**src/rtl/shift_reg_pkg.sv**
```systemverilog
// rtl/shift_reg_pkg.sv - shared mode and run-state types for the universal shift register
package shift_reg_pkg;

    typedef enum logic [1:0] {
        MODE_HOLD = 2'b00,
        MODE_SHR  = 2'b01,
        MODE_SHL  = 2'b10,
        MODE_LOAD = 2'b11
    } mode_t;

    typedef enum logic [1:0] {
        IDLE  = 2'b00,
        RUN_R = 2'b01,
        RUN_L = 2'b10
    } run_state_t;

endpackage

```
**src/rtl/shift_run_ctr.sv**
```systemverilog
// rtl/shift_run_ctr.sv - shift-run FSM: counts same-direction shifts, pulses pass_done per full-width pass
module shift_run_ctr
    import shift_reg_pkg::*;
#(
    parameter int WIDTH = 8,
    parameter int CW    = $clog2(WIDTH + 1)
) (
    input  logic          i_clk,
    input  logic          i_rst,
    input  logic          i_en,
    input  mode_t         i_mode,
    output logic [CW-1:0] o_cnt,
    output logic          o_pass_done
);

    localparam logic [CW-1:0] LAST = CW'(WIDTH - 1);

    run_state_t    r_state;
    logic [CW-1:0] r_cnt;
    logic          r_pass_done;

    run_state_t    w_state_next;
    logic [CW-1:0] w_cnt_next;
    logic          w_pass_next;
    run_state_t    w_dir;

    always_comb begin
        w_state_next = r_state;
        w_cnt_next   = r_cnt;
        w_pass_next  = 1'b0;
        w_dir        = (i_mode == MODE_SHR) ? RUN_R : RUN_L;
        if (i_en) begin
            case (i_mode)
                MODE_SHR, MODE_SHL: begin
                    w_state_next = w_dir;
                    // Continuing run wraps to 0 on the WIDTH-th shift but stays in RUN_x
                    if (r_state == w_dir) begin
                        if (r_cnt == LAST) begin
                            w_cnt_next  = '0;
                            w_pass_next = 1'b1;
                        end else begin
                            w_cnt_next = r_cnt + CW'(1);
                        end
                    end else begin
                        w_cnt_next = CW'(1);
                    end
                end
                default: begin
                    w_state_next = IDLE;
                    w_cnt_next   = '0;
                end
            endcase
        end
    end

    always_ff @(posedge i_clk) begin
        if (i_rst) begin
            r_state     <= IDLE;
            r_cnt       <= '0;
            r_pass_done <= 1'b0;
        end else begin
            r_state     <= w_state_next;
            r_cnt       <= w_cnt_next;
            r_pass_done <= w_pass_next;
        end
    end

    assign o_cnt       = r_cnt;
    assign o_pass_done = r_pass_done;

endmodule

```
**src/rtl/shift_reg_universal.sv**
```systemverilog
// rtl/shift_reg_universal.sv - N-bit universal shift register (hold/shr/shl/load) with q/nq and run counter
// Optional feature macro: ROTATE_EN (rot=1 recirculates the shifted-out bit instead of ser_in).
module shift_reg_universal
    import shift_reg_pkg::*;
#(
    parameter int WIDTH = 8,
    parameter int CW    = $clog2(WIDTH + 1)
) (
    input  logic             clk,
    input  logic             rst,
    input  logic             en,
    input  logic [1:0]       mode,
    input  logic [WIDTH-1:0] d,
    input  logic             ser_in,
    input  logic             rot,
    output logic [WIDTH-1:0] q,
    output logic [WIDTH-1:0] nq,
    output logic             ser_out,
    output logic [CW-1:0]    cnt,
    output logic             pass_done
);

    mode_t            w_mode;
    logic             w_fill_r;
    logic             w_fill_l;
    logic [WIDTH-1:0] w_q_next;
    logic             w_so_next;
    logic [WIDTH-1:0] r_q;
    logic             r_ser_out;

    assign w_mode = mode_t'(mode);

`ifdef ROTATE_EN
    assign w_fill_r = rot ? r_q[0]       : ser_in;
    assign w_fill_l = rot ? r_q[WIDTH-1] : ser_in;
`else
    logic w_unused_rot;
    assign w_unused_rot = rot;
    assign w_fill_r     = ser_in;
    assign w_fill_l     = ser_in;
`endif

    always_comb begin
        w_q_next  = r_q;
        w_so_next = r_ser_out;
        if (en) begin
            case (w_mode)
                MODE_SHR: begin
                    w_q_next  = {w_fill_r, r_q[WIDTH-1:1]};
                    w_so_next = r_q[0];
                end
                MODE_SHL: begin
                    w_q_next  = {r_q[WIDTH-2:0], w_fill_l};
                    w_so_next = r_q[WIDTH-1];
                end
                MODE_LOAD: w_q_next = d;
                default:   w_q_next = r_q;
            endcase
        end
    end

    always_ff @(posedge clk) begin
        if (rst) begin
            r_q       <= '0;
            r_ser_out <= 1'b0;
        end else begin
            r_q       <= w_q_next;
            r_ser_out <= w_so_next;
        end
    end

    shift_run_ctr #(
        .WIDTH (WIDTH),
        .CW    (CW)
    ) u_run_ctr (
        .i_clk       (clk),
        .i_rst       (rst),
        .i_en        (en),
        .i_mode      (w_mode),
        .o_cnt       (cnt),
        .o_pass_done (pass_done)
    );

    assign q       = r_q;
    assign nq      = ~r_q;
    assign ser_out = r_ser_out;

endmodule

```
**config.mk**
```make
export PLATFORM = sky130hd
export DESIGN_NAME = shift_reg_universal
export DESIGN_NICKNAME = d
export VERILOG_FILES = /design/src/rtl/shift_reg_pkg.sv /design/src/rtl/shift_run_ctr.sv /design/src/rtl/shift_reg_universal.sv
export SDC_FILE = /design/constraint.sdc
export NUM_CORES = 1
export LEC_CHECK = 0
export ABC_AREA = 1
export CORE_MARGIN = 2
export CORE_UTILIZATION = 45
export CTS_BUF_LIST = sky130_fd_sc_hd__clkbuf_8
export DETAILED_ROUTE_END_ITERATION = 8
export GPL_TIMING_DRIVEN = 1
export PLACE_DENSITY = 0.86
export SKIP_LAST_GASP = 1
export SYNTH_ARGS = -nofsm -noshare
export SYNTH_HDL_FRONTEND = slang
export SYNTH_HIERARCHICAL = 1
export SYNTH_SLANG_ARGS = --single-unit
```
**constraint.sdc**
```tcl
create_clock -name clk -period 1.4 [get_ports clk]
set_input_delay 0.28 -clock clk [delete_from_list [all_inputs] [get_ports clk]]
set_output_delay 0.28 -clock clk [all_outputs]
set_load 0.01 [all_outputs]
```
==> results_dict.tcl, run 1 <==
set metrics [dict create \
    synthToLayoutAreaGrowth_pct 52.5 \
    power_leakage_nw 0.725 \
    place.gp.congestion 0.856 \
    synth_area_leaders "dfxtp_1, nand2_1, nor2_1" \
    cts_buffer_depth 2 \
    maxSlewViolCount 0 \
    outcome "complete, no violations" \
    fp.dieH_um 50.3 \
    ant_nets 0 \
    die_w_um 50.3 \
    hp-class "flip-flop to flip-flop" \
    cts_made_buffers 3 \
    vias_per_cell 5.07 \
    r2r-start "u_run_ctr/o_cnt[1]" \
    worst_slew_pin_slew_ns 0.224 \
    drt-wirelength-per-cell_um 11.9 \
    worstSetupPathType "flip-flop to output port" \
    hold_depth 2 \
    r2r_end "u_run_ctr/o_cnt[0]" \
    rows 16 \
    track_usage 0.233 \
    first_iter_violations 30 \
    crit_buf_inv 1 \
    period_share 0.969 \
    grt_pass1_wl_mm 4.52 \
    route.detailed.drc 0 \
    grt_overflow 0 \
    die-area_mm2 0.00253 \
    syn_nets 170 \
    dr_total_vias 1130 \
    slowest_delay_ns 0.53 \
    worstHoldStart "u_run_ctr/r_state[1]" \
    drt_first_pass_iters 4 \
    n_fill_cell 154 \
    io_buffers 35 \
    critPathTopFamily "buffers and inverters" \
    preCtsSetupSlack_ns -0.343 \
    syn_inst 149 \
    synth_area_leader_cell "dfxtp_1" \
    cp-end-kind "output port" \
    antenna_cells 0 \
    cp-start-kind "flip-flop" \
    syn_area_um2 963 \
    reg2reg_depth 7 \
    period_needed_ns 1.36 \
    clk_pin_slew_ns 0.06 \
    coreArea_mm2 0.00198 \
    htreeDepth 1 \
    hold-path-endpoint "u_run_ctr/r_state[1]" \
    synthDistinctLibCells 19 \
    hpwl_mm 1.95 \
    ys_seq_area_frac 0.332 \
    slowest_stage "clkdlybuf4s50_1" \
    critPathArrivalTime_ns 1.08 \
    synth_warnings 6 \
    boundaryPins 37 \
    first_global_vias 1129 \
    fin_ws_ns 0.0430 \
    cap_violations 0 \
    ctsRootBufferMaster "clkbuf_8" \
    fin_skew_ns 0.00765 \
    ys_ff_latch 16 \
    hold_violations 0 \
    slew_headroom 0.850 \
    clkLatencyLatePin_ns 0.25 \
    cts.sinks 16 \
    rrSetupSlack_ns 0.22 \
    layout-drive-gt1-share 0.153 \
    syn_area_per_cell_um2 6.47 \
    synth_top_area_frac 0.332 \
    crit_required_ns 1.12 \
    ir_worst_vdd_v 0.000417 \
    final_util 0.741 \
    powerDensity_mw_per_mm2 787 \
    fin_nets 219 \
    rsz0062_at_grt "false" \
    finalSetupViolCount 0 \
    path_cells "clkdlybuf4s50_1" \
    routed_wl_mm 2.65 \
    grt_max_degree 14 \
    fmax_ghz 0.737 \
    initial_core_util 0.486 \
    antenna_found_initial 0 \
    critPathMaxFanout 1 \
    cts_tree "yes" \
]
[synth_stat cells]
| library cell | n |
|---|---|
| a21oi_1 | 7 |
| buf_2 | 1 |
| buf_4 | 1 |
| buf_6 | 1 |
| dfxtp_1 | 16 |
| ha_1 | 6 |
| inv_1 | 22 |
| inv_2 | 4 |
| nand2_1 | 30 |
| nand2_2 | 3 |
| nand3_1 | 12 |
| nand3_2 | 1 |
| nand4_1 | 3 |
| nor2_1 | 26 |
| nor2_4 | 2 |
| nor3_1 | 1 |
| o21ai_0 | 3 |
| o21ai_1 | 9 |
| or2_0 | 1 |
[layout make-up]
| class | instances | area, µm² | area share |
|---|---|---|---|
| repair buffers | 47 | 435 | 0.296 |
| multi-input cells | 104 | 539 | 0.367 |
| flip-flops and latches | 16 | 322 | 0.219 |
| well taps | 27 | 33.8 | 0.0230 |
| clock buffers | 3 | 41.3 | 0.0281 |
| inverters | 26 | 97.6 | 0.0664 |
[cell families (layout without fill, tap and decap cells)]
group,count (synthesis),after routing,synth area share
buffers and inverters,29,76,0.126
and+or+nand+nor,79,79,0.365
DFF,16,16,0.332
AOI/OAI and AO/OA,19,19,0.0987
adders and majority gates,6,6,0.0779
[what timing repair did]
action / 4_1_cts / 5_1_grt
hold buffers: 0 / 0
buffers inserted: 1 / 0
setup endpoints to repair: 32 / 13
pin swaps: 1 / 1
resized for setup: 27 / 2
[worst max path at each step]
stage / endpoint / startpoint / slack (ns) / cells past startpoint
floorplan: q[3] / mode[0] / 0.28 / 7
global placement: q[0] / mode[0] / -0.31 / 7
detailed placement: u_run_ctr/o_cnt[3] / mode[0] / -0.34 / 9
CTS: cnt[0] / u_run_ctr/o_cnt[0] / -0.04 / 1
global route: pass_done / u_run_ctr/o_pass_done / 0.02 / 1
finish: pass_done / u_run_ctr/o_pass_done / 0.04 / 1
[power breakdown]
group	total, W	internal [W]	switching (W)	leakage (nW)
registers	0.000504	0.000482	0.0000226	0.132
clock network	0.000342	0.000191	0.000151	0.0216
logic	0.000310	0.000150	0.000160	0.572
[per-layer routing]
metal / vias to the layer above / track usage / part of all wire
met5: - / 0 / 0
met4: 0 / 0.148 / 0.034
met3: 12 / 0.0595 / 0.088
met2: 59 / 0.390 / 0.49
met1: 502 / 0.259 / 0.39
li1: 557 / - / -
[through the flow]
| stage | std cells | setup TNS [ns] | cell area [µm²] | hold slack [ns] | total power, W |
|---|---|---|---|---|---|
| floorplan | 149 | 0 | 963 | 0.349 | 0.000664 |
| global placement | 219 | -3.83 | 1410 | 0.452 | 0.000821 |
| detailed placement | 219 | -4.21 | 1410 | 0.481 | 0.000829 |
| CTS | 223 | -0.0444 | 1460 | 0.492 | 0.00116 |
| global route | 223 | 0 | 1470 | 0.516 | 0.00123 |
| finish | 223 | 0 | 1470 | 0.496 | 0.00116 |
[layout by cell type (no fill, tap or decap)]
cell type        synthesis  routed
o21ai_1                  9       9
nor2_4                   2       2
nand2_2                  3       3
a21oi_1                  7       7
dfxtp_1                 16      15
nor2_1                  26      26
nand4_1                  3       3
inv_1                   22      21
clkdlybuf4s50_1          0      12
buf_6                    1       1
ha_4                     0       1
o21ai_0                  3       3
buf_12                   0       1
nor3_1                   1       1
ha_1                     6       3
dfxtp_2                  0       1
buf_4                    1      10
or2_0                    1       1
nand3_1                 12      12
nand3_2                  1       1
inv_2                    4       5
ha_2                     0       2
dlymetal6s2s_1           0       2
dlygate4sd2_1            0      21
clkbuf_8                 0       3
nand2_1                 30      30
[flip-flops by register name (all words and copies together) (netlist names)]
signal	cells
ser_out	1
u_run_ctr/r_state	2
q	8
u_run_ctr/o_pass_done	1
u_run_ctr/o_cnt	4
No activity file was read; power rests on OpenSTA's default activity.
==> run 2, diff against run 1 <==
- clock period: 1.4 -> 1.5 ns (I/O delays scaled with it)
==> results_dict.tcl, run 2 (synthesis gave the netlist of run 1 again) <==
set metrics [dict create \
    outcome "complete, no violations" \
    cts_made_buffers 3 \
    hold_violations 0 \
    clkLatencyLatePin_ns 0.24 \
    use_met1 0.216 \
    period_share 0.967 \
    routed_wl_mm 2.47 \
    p_switching_w 0.000313 \
    first_global_vias 1027 \
    place.gp.congestion 0.855 \
    cts_tree "yes" \
    mostFrequentLayoutCells "nand2_1, nor2_1, inv_1, clkdlybuf4s50_1, dfxtp_1" \
    grt_use_met3 0.0327 \
    hp-class "flip-flop to flip-flop" \
    drt-wirelength-per-cell_um 11.1 \
    cp-end-kind "output port" \
    rows 16 \
    cts_buffer_depth 2 \
    sequentialPowerShare 0.411 \
    die_w_um 50.3 \
    final_util 0.751 \
    grt_util_met2 0.390 \
    worst_slew_pin_slew_ns 0.242 \
    fin_skew_ns 0.00144 \
    power_leakage_nw 0.774 \
    fmax_ghz 0.689 \
    comb_power_share 0.256 \
    clk_pin_slew_ns 0.06 \
    r2r_end "u_run_ctr/o_cnt[0]" \
    worstSetupPathType "flip-flop to output port" \
    ctsRootBufferMaster "clkbuf_8" \
    largest_reg_flops 8 \
    period_needed_ns 1.45 \
    crit_required_ns 1.20 \
    critPathMaxFanout 3 \
    fp.dieH_um 50.3 \
    die-area_mm2 0.00253 \
    io_buffers 35 \
    busiest_layer "met2" \
    synthToLayoutAreaGrowth_pct 54.5 \
    reg2reg_depth 7 \
    track_usage 0.199 \
    tns_ns 0 \
    hold_depth 2 \
    layout-drive-gt1-share 0.133 \
    maxSlewViolCount 0 \
    boundaryPins 37 \
    slowest_delay_ns 0.55 \
    htreeDepth 1 \
    slew_headroom 0.839 \
    cts.sinks 16 \
    fin_nets 217 \
    dr_total_vias 1109 \
    coreArea_mm2 0.00198 \
    powerDensity_mw_per_mm2 767 \
    finalSetupViolCount 0 \
    rrSetupSlack_ns 0.30 \
    rsz0062_at_grt "false" \
    layout_commonest_cell "nand2_1" \
    worstHoldStart "u_run_ctr/r_state[1]" \
    grt_overflow 0 \
    initial_core_util 0.486 \
    route.detailed.drc 0 \
    first_iter_violations 20 \
    cp-start-kind "flip-flop" \
    slowest_stage "clkdlybuf4s50_1" \
    crit_buf_inv 1 \
    grt_max_degree 16 \
    sw_frac_of_total 0.274 \
    critPathTopFamily "buffers and inverters" \
    ant_nets 0 \
    hold-path-endpoint "u_run_ctr/r_state[1]" \
    dpl_cell_area_mm2 0.00141 \
    p_int_w 0.000829 \
    cap_violations 0 \
    drt_first_pass_iters 4 \
    p_clk_frac 0.333 \
    post_cts_buffers 0 \
    fin_area_mm2 0.00149 \
    ir_worst_vdd_v 0.000641 \
    antenna_cells 0 \
    path_cells "clkdlybuf4s50_1" \
    r2r-start "u_run_ctr/o_cnt[0]" \
    critPathArrivalTime_ns 1.15 \
    antenna_found_initial 0 \
    grt_pass1_wl_mm 4.02 \
    vias_per_cell 5.00 \
    hpwl_mm 1.89 \
]
## run 2: changes by cell type in the layout (fill, tap and decap cells not counted), moves of 2 or more
cell / change
ha_2: -2
ha_1: +3
dlymetal6s2s_1: +9
clkdlybuf4s50_1: +6
dlygate4sd2_1: -15
## run 2: area by class of cell
class | instances | area [µm²]
multi-input combinational | 104 | 522
timing repair buffer | 45 | 458
tap | 27 | 33.8
sequential | 16 | 323
inverter | 26 | 97.6
fill | 140 | 493
clock buffer | 4 | 55.1
## run 2: worst max path at each step
stage	to	cells past startpoint	from	slack, ns
3_3_place_gp	u_run_ctr/o_cnt[3]	10	mode[1]	-0.21
3_5_place_dp	q[5]	8	mode[0]	-0.26
5_1_grt	cnt[3]	1	u_run_ctr/o_cnt[3]	0.001
2_1_floorplan	q[3]	7	mode[0]	0.36
6_report	cnt[3]	1	u_run_ctr/o_cnt[3]	0.05
4_1_cts	q[5]	8	mode[0]	0.0005
## run 2: metrics by stage
step	instances	hold slack (ns)	setup WS, ns	total power [W]
4_1_cts	222	0.485	0.000518	0.00116
3_5_place_dp	218	0.476	-0.264	0.000781
6_report	222	0.480	0.0491	0.00114
5_1_grt	222	0.514	0.00111	0.00120
3_3_place_gp	218	0.452	-0.206	0.000773
2_1_floorplan	149	0.369	0.365	0.000620
## run 2: power groups by stage
stage	logic, W	registers [W]	clock network [W]
6_report	0.000292	0.000470	0.000380
5_1_grt	0.000319	0.000472	0.000411
4_1_cts	0.000297	0.000469	0.000392
3_5_place_dp	0.000303	0.000478	0
3_3_place_gp	0.000296	0.000477	0
2_1_floorplan	0.000134	0.000486	0
## run 2: per-layer routing
layer  vias up  part of all wire
li1        556                 -
met1       512              0.43
met2        37              0.52
met3         4             0.050
met4         0            0.0053
met5         -                 0
## run 2: timing repair
action | in CTS | in global routing
gates resized for setup | 7 | 12
hold buffers | 0 | 0
endpoints found under the setup margin | 7 | 21
## run 2: worst register-to-register path, stage by stage, from the launching register on
cell and delay [ns]:
dfxtp_1 0.32, buf_4 0.15, ha_1 0.22, nand3_1 0.13, nand2_1 0.08, nand3_1 0.07
nand2_1 0.05, a21oi_1 0.11
